`src/rtl/clock_generator_pkg.sv`:
```
// Shared constants and types for the clock generator.
package clock_generator_pkg;

   localparam int DIV_W_DEF      = 8;
   localparam int CNT_W_DEF      = 32;
   localparam int RESET_HALF_DEF = 5;

   // Half-period control word at the default divider width.
   typedef logic [DIV_W_DEF-1:0] half_t;

endpackage

```
`src/rtl/clkgen_divider.sv`:
```
// Phase divider for the generated clock.
// It counts clk edges within a phase and raises tick on the last edge of each phase.
// The half-period is copied into a shadow register only on a tick.
// Because of that, a half_period change mid-phase never shortens or stretches the phase in flight.
module clkgen_divider
   import clock_generator_pkg::*;
#(
   parameter int DIV_W      = DIV_W_DEF,
   parameter int RESET_HALF = RESET_HALF_DEF
) (
   input  logic             clk,
   input  logic             rst_n,
   input  logic             run,
   input  logic [DIV_W-1:0] half_period,
   output logic             tick
);

   logic [DIV_W-1:0] cnt;
   logic [DIV_W-1:0] eff_half;
   logic [DIV_W-1:0] load_val;

   // A zero request is treated as the fastest legal setting.
   assign load_val = (half_period == '0) ? DIV_W'(1) : half_period;

   // Last clk edge of the current phase.
   assign tick = run && (cnt == (eff_half - DIV_W'(1)));

   // Phase counter plus shadow half-period; while stopped, the counter is parked at 0.
   always_ff @(posedge clk or negedge rst_n) begin
      if (!rst_n) begin
         cnt      <= '0;
         eff_half <= DIV_W'(RESET_HALF);
      end else if (!run) begin
         cnt      <= '0;
      end else if (tick) begin
         cnt      <= '0;
         eff_half <= load_val;
      end else begin
         cnt      <= cnt + DIV_W'(1);
      end
   end

endmodule

```
`src/rtl/clock_generator.sv`:
```
// Registered clock generator with a programmable half-period and edge pulses.
// Define CLOCK_GENERATOR_CYCLE_COUNT_EN to build the rising-edge counter.
// Without that define, cycle_count is tied to 0 and the port list stays the same.
module clock_generator
   import clock_generator_pkg::*;
#(
   parameter int DIV_W      = DIV_W_DEF,
   parameter int CNT_W      = CNT_W_DEF,
   parameter int RESET_HALF = RESET_HALF_DEF
) (
   output logic             clock,
   input  logic             clk,
   input  logic             rst_n,
   input  logic             en,
   input  logic [DIV_W-1:0] half_period,
   output logic             clock_rise,
   output logic             clock_fall,
   output logic [CNT_W-1:0] cycle_count
);

   logic run;
   logic tick;

   // A high phase always runs to completion, so the clock can only stop while it is low.
   assign run = en | clock;

   clkgen_divider #(
      .DIV_W      (DIV_W),
      .RESET_HALF (RESET_HALF)
   ) u_div (
      .clk         (clk),
      .rst_n       (rst_n),
      .run         (run),
      .half_period (half_period),
      .tick        (tick)
   );

   // Clock register and edge pulses change on the same edge, so the pulses line up with the new level.
   always_ff @(posedge clk or negedge rst_n) begin
      if (!rst_n) begin
         clock      <= 1'b0;
         clock_rise <= 1'b0;
         clock_fall <= 1'b0;
      end else begin
         clock      <= clock ^ tick;
         clock_rise <= tick & ~clock;
         clock_fall <= tick & clock;
      end
   end

`ifdef CLOCK_GENERATOR_CYCLE_COUNT_EN
   logic [CNT_W-1:0] cyc_q;

   // Count generated rising edges; the counter wraps naturally at full scale.
   always_ff @(posedge clk or negedge rst_n) begin
      if (!rst_n) begin
         cyc_q <= '0;
      end else if (tick && !clock) begin
         cyc_q <= cyc_q + CNT_W'(1);
      end
   end

   assign cycle_count = cyc_q;
`else
   assign cycle_count = '0;
`endif

endmodule

```
`config.mk`:
```
export PLATFORM = sky130hd
export DESIGN_NAME = clock_generator
export DESIGN_NICKNAME = d
export VERILOG_FILES = /design/src/rtl/clock_generator_pkg.sv /design/src/rtl/clkgen_divider.sv /design/src/rtl/clock_generator.sv
export SDC_FILE = /design/constraint.sdc
export NUM_CORES = 1
export LEC_CHECK = 0
export CAP_MARGIN = 20
export CORE_UTILIZATION = 40
export CTS_BUF_LIST = sky130_fd_sc_hd__clkbuf_16
export CTS_CLUSTER_DIAMETER = 120
export DETAILED_ROUTE_END_ITERATION = 8
export PLACE_DENSITY = 0.72
export SYNTH_ARGS = -nofsm -noshare
export SYNTH_HDL_FRONTEND = slang
export SYNTH_SLANG_ARGS = --single-unit
```
`constraint.sdc`:
```
create_clock -name clk -period 2.9 [get_ports clk]
set_input_delay 0.435 -clock clk [delete_from_list [all_inputs] [get_ports clk]]
set_output_delay 0.435 -clock clk [all_outputs]
set_load 0.005 [all_outputs]
```
* After elaboration in Yosys (flattened, before gate mapping)
Index checks and enable logic that the tools add are counted.
W data, S select, Z words.
** Cells by class
- Reductions and logical operators :: 3
- Add/subtract/negate cells :: 2
- Multiplexer cells :: 3
- Bitwise gates (word level) :: 5
- Equal/unequal tests :: 1
** Operators by type and width (count)
- $mux W8 :: 3
- $add A8 B1 Y8 const B :: 1
- $eq A8 B8 Y1 :: 1
- $logic_not A8 Y1 :: 1
- $sub A8 B1 Y8 const B :: 1
- $and A1 B1 Y1 :: 2
- $reduce_and A2 Y1 :: 1
- $logic_and A1 B1 Y1 :: 1
- $not A1 Y1 :: 1
- $or A1 B1 Y1 :: 1
- $xor A1 B1 Y1 :: 1
** Storage, ports and cells
- Bits in registers :: 19

* Logic depth before layout (Yosys ltp)
- Depth in word-level cells :: 5
- Depth in mapped cells :: 10
- Depth with buffers taken out :: 8

* Hierarchy
A second synthesis with hierarchy kept.
** Second synthesis, totals
- Cell total of the unflattened synthesis :: 124
- Area total of the unflattened synthesis :: 1301.2 um^2
** By module, submodules not included
- clkgen_divider :: times used 1, area an instance 943.4 um^2, cells each 83
- clock_generator :: times used 1, area an instance 357.8 um^2, cells each 41

* Least setup slack after synthesis
Ideal clock, no wire load.
- Kind :: register -> register
- Start :: reg u_div.eff_half[0]
- End :: reg clock
- Cell stages (with the launch flop) :: 11
- Period minus slack after synthesis :: 2367 ps
- Data arrival time :: 2304 ps
- Path slack :: 533 ps
- Cells stage by stage :: dfstp_2 > inv_1 > ha_1 > buf_2 > o21bai_1 > a211oi_1 > o21ai_0 > a211oi_4 > buf_6 > ha_1 > inv_1
** Between the ends
- Word-level cells in the longest chain between the ends :: 4
** RTL lines
- start: declaration :: line clkgen_divider.sv:19 : logic [DIV_W-1:0] eff_half;
- start signal: assignment :: line clkgen_divider.sv:32 : eff_half <= DIV_W'(RESET_HALF);
- start signal: assignment :: line clkgen_divider.sv:37 : eff_half <= load_val;
- $sub A8 B1 Y8 :: line clkgen_divider.sv:26 : assign tick = run && (cnt == (eff_half - DIV_W'(1)));
- $eq A8 B8 Y1 :: line clkgen_divider.sv:26
- $logic_and A1 B1 Y1 :: line clkgen_divider.sv:26
- $xor A1 B1 Y1 :: line clock_generator.sv:45 : clock <= clock ^ tick;
- end signal: assignment :: line clock_generator.sv:45
- end: declaration :: line clock_generator.sv:11 : output logic clock,
No other way between the ends.
A chain may end at the register's enable or synchronous reset.

* Worst setup path after layout
Ends and elaborated chain as after synthesis.

==> run_results.csv <==
group,metric,value,unit
yosys,synth-simple-area-share,15.4,%
worst_setup_path,slowest_stage,"dfstp_2",
place,gp_congestion,0.838,
worst_setup_path,crit_chain,"inv_1, ha_1, o21bai_1, a211oi_1, o21ai_0, a211oi_4, buf_4, ha_1, inv_1",
global_route,grt_pass1_vias,896,
min_path,hold_class,"flip-flop to flip-flop",
timing,tightest_slew,0.820,ns
floorplanning,rows,20,
yosys,yosys-top-cells-area,"dfrtp_1 (32%), buf_4 (18%), xnor2_1 (5.9%)",
timing,period_needed,2.59,ns
timing,finalCritPeriodShare,89.4,%
floorplanning,ios,46,
global_route,grt_use_total,15.1,%
power_and_ir_drop,p_sw,550,uW
global_route,grt_pass1_wl,3950,um
outcome,status,"completed",
global_route,grt_max_degree,20,
yosys,ys_seq_elements,19,
yosys,yosysSeqAreaShare,35.9,%
cts,cts_tree,"yes",
yosys,async_flop_share,100,%
floorplanning,die_h,59.7,um
cts,post_cts_buffers,0,
timing,finClkSkew,0.00330,ns
timing,fmax,386,MHz
cts,clockRootBuffer,"clkbuf_16",
place,placed_area,1390,um2
cts,cts_resized,0,
worst_setup_path,rr_startpoint,"u_div.eff_half[0]",
detailed_routing,drc,0,
cells_and_area,fill_cells,282,
timing,final.setup.tns,0,ns
power_and_ir_drop,pwr-share-clk,19.8,%
flow_run,timing.max_cap.violations,0,
detailed_routing,wl_per_cell,11.8,um
floorplanning,die_area,3560,um2
yosys,synth_mux_area_share,5.83,%
place,portBuffers,13,
cts,numCtsBuffers,3,
cts,cts_max_path_buffers,2,
timing,drv_slew,0,
power_and_ir_drop,p_sw_share,38.4,%
power_and_ir_drop,intPower,881,uW
yosys,ys_warn_count,0,
worst_setup_path,max_stage_delay,0.58,ns
cts,htreeDepth,1,
worst_setup_path,required,3.09,ns
cells_and_area,drive_gt1_share,10.7,%
power_and_ir_drop,p_comb_share,42.4,%
power_and_ir_drop,ir_drop,0.463,mV
global_route,antenna_found_initial,0,
floorplanning,initial_core_util,42.9,%
cts,clk_pin_slew_worst_paths,0.05,ns
cells_and_area,nNetsFinal,165,
yosys,synth_common_cells,"buf_4 (32), dfrtp_1 (17), nor3_1 (12)",
yosys,synth_most_common_cell,"buf_4",
cts,clock_sinks,19,
timing,setup_violations,0,
worst_setup_path,worstSetupStartpoint,"u_div.eff_half[0]",
global_route,grt_overflow,0,
place,hpwlAfterDp,1840,um
yosys,synth_top_cell_area_share,32.0,%
detailed_routing,antenna_left,0,
yosys,synth_xor_area_share,9.87,%
yosys,ys.flop_type,"dfrtp_1",
timing,hold_violations,0,
cts,holdBufCountCts,0,
detailed_routing,vias,890,
floorplanning,core,3100,um2
yosys,synthCells,134,
yosys,syn_avg_cell_area,9.93,um2
cts,insertion_delay,0.25,ns
yosys,synth_compound_area_share,8.18,%
power_and_ir_drop,p_per_area,974,nW/um2
cells_and_area,diodes,0,
worst_setup_path,path_max_fanout,9,
worst_setup_path,arrival,2.79,ns
yosys,synth_top_family_by_area,"buffers and inverters",
worst_setup_path,critPathLaunchType,"flip-flop",
detailed_routing,first_iter_violations,16,
power_and_ir_drop,power,1.43,mW
detailed_routing,drt-total-wl,2270,um
power_and_ir_drop,p_leak,0.671,nW
yosys,synth_edf_count,0,
detailed_routing,firstDrtPassIters,4,
yosys,synth.distinct_cells,34,
cells_and_area,fin_util,47.3,%
worst_setup_path,worst_setup_path_end_kind,"flip-flop",
worst_setup_path,crit_type,"flip-flop to flip-flop",
cells_and_area,syn2layout_area_growth,10.3,%
min_path,hold_start,"u_div.cnt[0]",
timing,slew_headroom,45.1,%
floorplanning,die-width,59.7,um
power_and_ir_drop,seqPwrFrac,37.9,%
timing,rsz0062_at_grt,"no",
cells_and_area,stdcell_area,1470,um2
yosys,syn_area,1330,um2
yosys,synth_top_cell_by_area,"dfrtp_1",
detailed_routing,vias_per_cell,4.61,
yosys,synthAdderAreaFrac,3.76,%
through the flow:
step	hold slack, ns	setup WS (ns)	std cells
floorplan	0.139	0.533	165
global placement	0.520	0.413	189
detailed placement	0.519	0.303	189
CTS	0.526	0.301	193
global route	0.549	0.116	193
finish	0.528	0.308	193
cells in the final DEF (no fill, tap or decap):
cell type	count
a22o_1	1
nor2_1	4
nor4_1	1
clkinvlp_4	1
nor3b_1	1
conb_1	32
o31a_1	1
nand2b_1	4
dfstp_2	2
nand3_1	2
a21oi_1	4
ha_1	4
and4b_1	1
mux2_2	6
o21ai_0	2
a41oi_1	1
nand4_1	1
nor3_1	12
buf_4	2
or4b_1	1
a211oi_4	1
o211a_1	1
mux2i_1	1
xnor2_1	9
xor2_1	6
inv_1	4
dfrtp_1	17
clkdlybuf4s50_1	13
nor4_4	1
nand2_1	4
and3_1	3
o21bai_1	1
clkbuf_16	3
o211ai_1	1
a211oi_1	1
power by group through the flow:
| stage | Sequential [mW] | Combinational, mW | Clock, mW |
|---|---|---|---|
| floorplan | 0.498 | 0.516 | 0 |
| global placement | 0.534 | 0.581 | 0 |
| detailed placement | 0.545 | 0.609 | 0 |
| CTS | 0.542 | 0.611 | 0.288 |
| global route | 0.558 | 0.675 | 0.295 |
| finish | 0.542 | 0.606 | 0.283 |
critical path, delay by kind of cell, from the launching register on:
| kind | cells | cell delay (ns) |
|---|---|---|
| compound gates | 4 | 1.07 |
| buf+inv | 3 | 0.35 |
| fa+ha+maj | 2 | 0.53 |
| flops | 1 | 0.58 |
layout make-up:
| cell class | count | area, um2 | share of cell area (%) |
|---|---|---|---|
| Sequential cell | 19 | 478 | 32.5 |
| Clock buffer | 3 | 75.1 | 5.11 |
| Clock inverter | 1 | 7.51 | 0.511 |
| Inverter | 4 | 15.0 | 1.02 |
| Multi-Input combinational cell | 107 | 693 | 47.2 |
| Tap cell | 44 | 55.1 | 3.75 |
| Timing Repair Buffer | 15 | 145 | 9.88 |
state kept, by name, summed over array words and instances (netlist names):
signal	flops
u_div.eff_half	8
clock_fall	1
u_div.cnt	8
clock	1
clock_rise	1
kinds of logic (layout without fill, tap and decap cells):
logic type | Yosys count | count (layout)
buf+inv | 39 | 23
simple gates | 35 | 35
flops | 19 | 19
xor+xnor | 15 | 15
compound gates | 14 | 14
mux | 7 | 7
fa+ha+maj | 4 | 4
other cells | 1 | 32
routing by layer:
layer / vias up / wire length (um) / global-route usage (%)
met5: - / 0 / 0
met4: 0 / 34 / 6.64
met1: 426 / 928 / 15.8
met3: 5 / 96 / 2.38
li1: 421 / - / -
met2: 38 / 1210 / 29.2
worst paths after layout:
| check | to | slack, ns | depth (start not counted) |
|---|---|---|---|
| worst max-delay path | clock | 0.31 | 9 |
| min in group asynchronous | u_div.cnt[7] | 0.66 | 1 |
| worst max register to register | clock | 0.31 | 9 |
| worst min register to register | u_div.cnt[0] | 0.53 | 1 |
| worst min-delay path | u_div.cnt[0] | 0.53 | 1 |
| max in group asynchronous | u_div.cnt[4] | 1.73 | 1 |
No activity file was read; power rests on OpenSTA's default activity.
